$ cat src/rtl/alu_pkg.sv
// ----------------------------------------------------------------------------
// alu_pkg
// Shared definitions for the ALU sequencer slice: default datapath width,
// opcode encodings, FSM state encoding and a small opcode-legality helper.
// ----------------------------------------------------------------------------
package alu_pkg;

    localparam int DEFAULT_WIDTH = 24;

    localparam logic [2:0] OP_AND  = 3'b000;
    localparam logic [2:0] OP_OR   = 3'b001;
    localparam logic [2:0] OP_ADD  = 3'b010;
    localparam logic [2:0] OP_LESS = 3'b011;
    localparam logic [2:0] OP_MUL  = 3'b100;
    localparam logic [2:0] OP_XOR  = 3'b101;

    typedef enum logic [1:0] {
        ST_IDLE = 2'b00,
        ST_EXEC = 2'b01,
        ST_MUL  = 2'b10,
        ST_DONE = 2'b11
    } state_t;

    // Codes 110 and 111 are the only undefined opcodes.
    function automatic logic is_legal_op(input logic [2:0] op);
        return (op <= OP_XOR);
    endfunction

endpackage

$ cat src/rtl/alu_mul_iter.sv
// ----------------------------------------------------------------------------
// alu_mul_iter
// Iterative shift-add multiplier producing the low WIDTH bits of A*B.
// One iteration per clock after the start edge; o_done pulses combinationally
// during the WIDTH-th iteration, and o_product carries the final sum in that
// same cycle so the caller can register it on the finishing edge.
//
// Ports:
//   i_clk      clock, rising edge
//   i_rst_n    asynchronous active-low reset
//   i_start    load operands and clear accumulator/count
//   i_a        multiplicand loaded on start
//   i_b        multiplier loaded on start
//   o_product  accumulator value after the current iteration
//   o_done     high during the WIDTH-th iteration
// ----------------------------------------------------------------------------
module alu_mul_iter #(
    parameter int WIDTH = 24
) (
    input  logic             i_clk,
    input  logic             i_rst_n,
    input  logic             i_start,
    input  logic [WIDTH-1:0] i_a,
    input  logic [WIDTH-1:0] i_b,
    output logic [WIDTH-1:0] o_product,
    output logic             o_done
);

    localparam int             CW   = $clog2(WIDTH + 1);
    localparam logic [CW-1:0]  LAST = CW'(WIDTH - 1);

    logic [WIDTH-1:0] r_acc;
    logic [WIDTH-1:0] r_mcand;
    logic [WIDTH-1:0] r_mplier;
    logic [CW-1:0]    r_count;
    logic             r_run;
    logic [WIDTH-1:0] w_acc_next;
    logic             w_last;

    // Partial-product add for the current multiplier bit.
    always_comb begin
        w_acc_next = r_acc;
        if (r_mplier[0]) begin
            w_acc_next = r_acc + r_mcand;
        end else begin
            w_acc_next = r_acc;
        end
    end

    assign w_last    = r_run && (r_count == LAST);
    assign o_done    = w_last;
    assign o_product = w_acc_next;

    // Operand load on start, then one shift-add step per clock while running.
    always_ff @(posedge i_clk or negedge i_rst_n) begin
        if (!i_rst_n) begin
            r_acc    <= {WIDTH{1'b0}};
            r_mcand  <= {WIDTH{1'b0}};
            r_mplier <= {WIDTH{1'b0}};
            r_count  <= {CW{1'b0}};
            r_run    <= 1'b0;
        end else if (i_start) begin
            r_acc    <= {WIDTH{1'b0}};
            r_mcand  <= i_a;
            r_mplier <= i_b;
            r_count  <= {CW{1'b0}};
            r_run    <= 1'b1;
        end else if (r_run) begin
            r_acc    <= w_acc_next;
            r_mcand  <= {r_mcand[WIDTH-2:0], 1'b0};
            r_mplier <= {1'b0, r_mplier[WIDTH-1:1]};
            r_count  <= r_count + {{(CW-1){1'b0}}, 1'b1};
            r_run    <= !w_last;
        end else begin
            r_acc    <= r_acc;
            r_mcand  <= r_mcand;
            r_mplier <= r_mplier;
            r_count  <= r_count;
            r_run    <= r_run;
        end
    end

endmodule

$ cat src/rtl/alu_sequencer.sv
// ----------------------------------------------------------------------------
// alu_sequencer
// Registered controller in front of the ALU datapath. Accepts one operation
// over a valid/ready handshake, latches operands, executes single-cycle ops in
// EXEC or hands MUL to the iterative multiplier, then holds the result and
// flags in DONE until the consumer accepts.
//
// Ports:
//   i_clk        clock, rising edge
//   i_rst_n      asynchronous active-low reset
//   i_in_valid   request present
//   o_in_ready   sequencer can accept (state IDLE)
//   i_opcode     3-bit operation code
//   i_operand_a  first operand
//   i_operand_b  second operand
//   o_selector   registered result-select code of the op in flight
//   o_busy       high in EXEC or MUL
//   o_out_valid  result and flags valid (state DONE)
//   i_out_ready  consumer accepts the result
//   o_result     operation result
//   o_zero       result is zero
//   o_carry      carry-out of ADD, 0 otherwise
//   o_illegal    opcode was 110 or 111
// ----------------------------------------------------------------------------
module alu_sequencer
    import alu_pkg::*;
#(
    parameter int WIDTH = DEFAULT_WIDTH
) (
    input  logic             i_clk,
    input  logic             i_rst_n,
    input  logic             i_in_valid,
    output logic             o_in_ready,
    input  logic [2:0]       i_opcode,
    input  logic [WIDTH-1:0] i_operand_a,
    input  logic [WIDTH-1:0] i_operand_b,
    output logic [2:0]       o_selector,
    output logic             o_busy,
    output logic             o_out_valid,
    input  logic             i_out_ready,
    output logic [WIDTH-1:0] o_result,
    output logic             o_zero,
    output logic             o_carry,
    output logic             o_illegal
);

    state_t           r_state;
    state_t           w_state_next;

    logic [2:0]       r_selector;
    logic [WIDTH-1:0] r_a;
    logic [WIDTH-1:0] r_b;
    logic [WIDTH-1:0] r_result;
    logic             r_zero;
    logic             r_carry;
    logic             r_illegal;

    logic             w_accept;
    logic             w_mul_start;
    logic [WIDTH-1:0] w_mul_product;
    logic             w_mul_done;

    logic [WIDTH:0]   w_sum;
    logic             w_less;
    logic [WIDTH-1:0] w_exec_result;
    logic             w_exec_carry;
    logic             w_exec_illegal;

    assign w_accept    = i_in_valid && (r_state == ST_IDLE);
    assign w_mul_start = w_accept && (i_opcode == OP_MUL);

    assign o_in_ready  = (r_state == ST_IDLE);
    assign o_busy      = (r_state == ST_EXEC) || (r_state == ST_MUL);
    assign o_out_valid = (r_state == ST_DONE);
    assign o_selector  = r_selector;
    assign o_result    = r_result;
    assign o_zero      = r_zero;
    assign o_carry     = r_carry;
    assign o_illegal   = r_illegal;

    alu_mul_iter #(
        .WIDTH (WIDTH)
    ) u_mul (
        .i_clk     (i_clk),
        .i_rst_n   (i_rst_n),
        .i_start   (w_mul_start),
        .i_a       (i_operand_a),
        .i_b       (i_operand_b),
        .o_product (w_mul_product),
        .o_done    (w_mul_done)
    );

    // State register.
    always_ff @(posedge i_clk or negedge i_rst_n) begin
        if (!i_rst_n) begin
            r_state <= ST_IDLE;
        end else begin
            r_state <= w_state_next;
        end
    end

    // Next-state logic; IN_VALID only matters in IDLE, so nothing is queued.
    always_comb begin
        w_state_next = r_state;
        case (r_state)
            ST_IDLE: begin
                if (i_in_valid) begin
                    w_state_next = (i_opcode == OP_MUL) ? ST_MUL : ST_EXEC;
                end else begin
                    w_state_next = ST_IDLE;
                end
            end
            ST_EXEC: begin
                w_state_next = ST_DONE;
            end
            ST_MUL: begin
                if (w_mul_done) begin
                    w_state_next = ST_DONE;
                end else begin
                    w_state_next = ST_MUL;
                end
            end
            ST_DONE: begin
                if (i_out_ready) begin
                    w_state_next = ST_IDLE;
                end else begin
                    w_state_next = ST_DONE;
                end
            end
            default: begin
                w_state_next = ST_IDLE;
            end
        endcase
    end

    // Request latch: opcode doubles as the result-select code.
    always_ff @(posedge i_clk or negedge i_rst_n) begin
        if (!i_rst_n) begin
            r_selector <= 3'b000;
            r_a        <= {WIDTH{1'b0}};
            r_b        <= {WIDTH{1'b0}};
        end else if (w_accept) begin
            r_selector <= i_opcode;
            r_a        <= i_operand_a;
            r_b        <= i_operand_b;
        end else begin
            r_selector <= r_selector;
            r_a        <= r_a;
            r_b        <= r_b;
        end
    end

    assign w_sum  = {1'b0, r_a} + {1'b0, r_b};
    assign w_less = ($signed(r_a) < $signed(r_b));

    // Single-cycle datapath evaluated on the latched operands during EXEC.
    always_comb begin
        w_exec_result  = {WIDTH{1'b0}};
        w_exec_carry   = 1'b0;
        w_exec_illegal = !is_legal_op(r_selector);
        case (r_selector)
            OP_AND:  w_exec_result = r_a & r_b;
            OP_OR:   w_exec_result = r_a | r_b;
            OP_XOR:  w_exec_result = r_a ^ r_b;
            OP_ADD: begin
                w_exec_result = w_sum[WIDTH-1:0];
                w_exec_carry  = w_sum[WIDTH];
            end
            OP_LESS: w_exec_result = {{(WIDTH-1){1'b0}}, w_less};
            OP_MUL:  w_exec_result = {WIDTH{1'b0}};
            default: w_exec_result = {WIDTH{1'b0}};
        endcase
    end

    // Result and flag registers; they hold outside the finishing edge.
    always_ff @(posedge i_clk or negedge i_rst_n) begin
        if (!i_rst_n) begin
            r_result  <= {WIDTH{1'b0}};
            r_zero    <= 1'b0;
            r_carry   <= 1'b0;
            r_illegal <= 1'b0;
        end else if (r_state == ST_EXEC) begin
            r_result  <= w_exec_result;
            r_zero    <= (w_exec_result == {WIDTH{1'b0}});
            r_carry   <= w_exec_carry;
            r_illegal <= w_exec_illegal;
        end else if ((r_state == ST_MUL) && w_mul_done) begin
            r_result  <= w_mul_product;
            r_zero    <= (w_mul_product == {WIDTH{1'b0}});
            r_carry   <= 1'b0;
            r_illegal <= 1'b0;
        end else begin
            r_result  <= r_result;
            r_zero    <= r_zero;
            r_carry   <= r_carry;
            r_illegal <= r_illegal;
        end
    end

endmodule

$ cat config.mk
export PLATFORM = sky130hd
export DESIGN_NAME = alu_sequencer
export DESIGN_NICKNAME = d
export VERILOG_FILES = /design/src/rtl/alu_pkg.sv /design/src/rtl/alu_mul_iter.sv /design/src/rtl/alu_sequencer.sv
export SDC_FILE = /design/constraint.sdc
export NUM_CORES = 1
export LEC_CHECK = 0
export ABC_AREA = 1
export CORE_MARGIN = 1
export CORE_UTILIZATION = 30
export CTS_CLUSTER_DIAMETER = 50
export DETAILED_ROUTE_END_ITERATION = 10
export PLACE_DENSITY = 0.48
export SYNTH_ARGS = -nofsm -noshare
export SYNTH_HDL_FRONTEND = slang
export SYNTH_HIERARCHICAL = 1
export SYNTH_SLANG_ARGS = --single-unit
$ cat constraint.sdc
create_clock -name i_clk -period 2.15 [get_ports i_clk]
set_input_delay 0.215 -clock i_clk [delete_from_list [all_inputs] [get_ports i_clk]]
set_output_delay 0.215 -clock i_clk [all_outputs]
set_load 0.05 [all_outputs]
==> results.md <==
- FF+latch area: 3960 µm²
- Fmax: 379 MHz
- RSZ-0062 raised after global routing: yes
- DR DRC count: 0
- Status: finished with violations
- Reg2reg start: u_mul/r_mcand[2]
- Count of input and output buffers: 87
- Pre-antenna DRT Iters: 5
- Antenna-violating nets left: 0
- First-pass GRT wire length: 72900 µm
- Worst reg-to-reg path cell count: 14
- PD cells: 1840 nW/µm²
- Die Y: 202 µm
- Via/cell ratio: 4.72
- IO Pins: 88
- Async S/R FF share, synth: 100%
- Gr usage total: 23.1%
- Synth warnings: 6
- CTS max path bufs: 2
- Post-detail-place hpwl: 36800 µm
- Min cycle time layout: 2640 ps
- WP data required: 2520 ps
- Setup ws final: -491 ps
- Hold WS: 252 ps
- Worst-margin pin slew: 549 ps
- CTS sink count: 158
- Pleak: 9.53 nW
- Drt wl/cell: 17.1 µm
- Final Power: 34.5 mW
- Worst vdd ir: 0.745 mV
- Synthesized Nets: 1895
- Setup tns final: -1920 ps
- Clock Pin Slew Worst Setup and Hold Paths: 70 ps
- Initial DRC count: 671
- CTS tree: built
- Overflow after GRT: 0
- Post-route cell area: 18800 µm²
- WS Path Type: register to register
- Routed wire length: 47100 µm
- P&R area growth vs syn: 57.5%
- #FFs+latches synth: 158
- Failing checks: negative setup slack
- Max_cap viols: 0
- Syn Inst Count: 1738
- Largest area contributor in the netlist: dfrtp_1
- Max-slew headroom: 63.3%
- Final setup fails: 13
- Top FF cell, synth: dfrtp_1
- Synth top area share: 33.1%
- Via count: 13.0k
- FF-to-FF setup slack: -490 ps
- Synth Cell Area: 12000 µm²
- DP Area: 16300 µm²
- Crit path max fanout: 3
- Pins Over Slew Limit: 0
- Reg-to-Reg End: o_zero
- Clk_lat worst skew: 450 ps
- Post-Syn Area per Cell: 6.88 µm²
- Antenna violations before repair: 0
- Multi-input logic area: 8150 µm²
- Sequential element share of the synthesized area: 33.1%
- Synth cell types: 51
- Commonest cells in the netlist: nand2_1, inv_1, dfrtp_1
- Share of cells above drive strength 1: 36.8%
- Gpl congestion: 0.961
- Starting Density: 30.6%
- Pin count of the biggest net entering global routing: 94
- Antenna cells: 0
- Vias in the first global route: 13.1k
- Num CTS Buffers: 17
- Crit. End Element: register
- WP data arrival: 3020 ps
- CP Launch Type: register
- Setup Skew: 12.3 ps
- Fin crit share: 123%
- H-tree depth: 4
- Synth top area cells: dfrtp_1, nand2_1, ha_1, inv_1, nand3_1
- Chip Width: 202 µm
- CTS root buffer: clkbuf_16
- CP endpoint: o_zero
- Final Hold Fails: 0
- EDFF count, synth: 0
- # rows: 72
- Setup crit start: u_mul/r_mcand[2]
- Hold crit path type: input pin to asynchronous set/reset pin
- Filler cells: 3862
- Most common cell in the netlist: nand2_1
- Final Net Count: 2377
- Die area: 40600 µm²
- Placeable core area: 39000 µm²
[stage by stage]
| stage | setup WS (ps) | utilization [%] | cells |
|---|---|---|---|
| finish | -491 | 48.2 | 2751 |
| global route | -633 | 48.2 | 2751 |
| CTS | -490 | 45.6 | 2718 |
| detailed placement | -790 | 41.8 | 2673 |
| global placement | -792 | 41.8 | 2673 |
| floorplan | -46.6 | - | 1738 |
[registers in the layout, indices dropped and copies added, names as in the netlist]
| signal | cells |
|---|---|
| o_illegal | 1 |
| o_zero | 1 |
| u_mul/r_acc | 24 |
| r_a | 24 |
| o_carry | 1 |
| u_mul/r_run | 1 |
| u_mul/r_mplier | 24 |
| o_selector | 3 |
| o_result | 24 |
| r_state | 2 |
| u_mul/r_mcand | 24 |
| u_mul/r_count | 5 |
| r_b | 24 |
[routing by layer]
| metal | wire length (µm) | track usage (%) |
|---|---|---|
| met1 | 21900 | 30.7 |
| met2 | 23100 | 39.5 |
| met3 | 1300 | 2.48 |
| met4 | 743 | 6.17 |
| met5 | 0 | 0 |
[layout make-up]
type	count	area share (%)
tap	518	3.44
clock buffer	17	2.26
multi-input combinational	1231	43.3
inverter	295	5.91
clock inverter	15	0.791
sequential	158	21.0
timing repair buffer	517	23.2
[power breakdown]
group | total [mW] | internal, mW | switching, mW
registers | 5.27 | 4.25 | 1.01
logic | 26.2 | 12.1 | 14.1
clock network | 3.09 | 1.63 | 1.46
[worst min-delay path by stage]
stage	to	slack, ps	cells after the start
4_1_cts	u_mul/r_mcand[5]	240	2
3_5_place_dp	u_mul/r_acc[4]	160	1
3_3_place_gp	u_mul/r_mcand[4]	160	1
2_1_floorplan	o_carry	-80	0
6_report	u_mul/r_mcand[3]	250	2
5_1_grt	u_mul/r_mcand[2]	280	2
[timing repair]
item / in CTS / in global routing
buffers inserted: 12 / 36
endpoints found under the hold margin: 36 / 0
hold buffers: 1 / 0
resized for setup: 163 / 234
pin swaps: 29 / 93
endpoints found under the setup margin: 21 / 28
[critical path, stage by stage, from the launching register on]
cell and delay (ps):
dfrtp_1 430, ha_4 270, or2_4 240, buf_4 140, and2_4 170, nand3b_1 140
nand3_1 90, nand2_1 80, nand3_2 80, and2_4 150, inv_1 40, nand4_1 120
nor4_4 290, a41oi_4 180, a21oi_2 140
[placed cells by master (no fill, tap or decap), types with 17 or more instances in the layout]
master,synthesis,routed
ha_1,100,51
a21oi_1,107,87
inv_1,290,237
ha_4,0,42
clkdlybuf4s50_1,0,83
nand3_2,4,39
nand2_2,11,80
dfrtp_1,158,157
o21ai_0,24,20
nor2_4,2,19
nand3_1,128,88
o211ai_1,26,26
buf_6,4,27
a22oi_1,20,20
nand2_4,1,17
nor2_2,8,22
nor2_1,150,119
buf_4,6,389
clkbuf_16,0,17
nand4_1,24,24
nand2_1,502,417
inv_2,4,55
[cell families after synthesis]
kind of cell / Yosys count / synth area share [%]
DFF: 158 / 33.1
buffers and inverters: 349 / 11.5
AOI/OAI and AO/OA: 247 / 13.1
xor gates and xnor gates: 7 / 0.513
and+or+nand+nor: 875 / 31.0
adders and majority gates: 102 / 10.8
(Power assumes the default switching activity.)
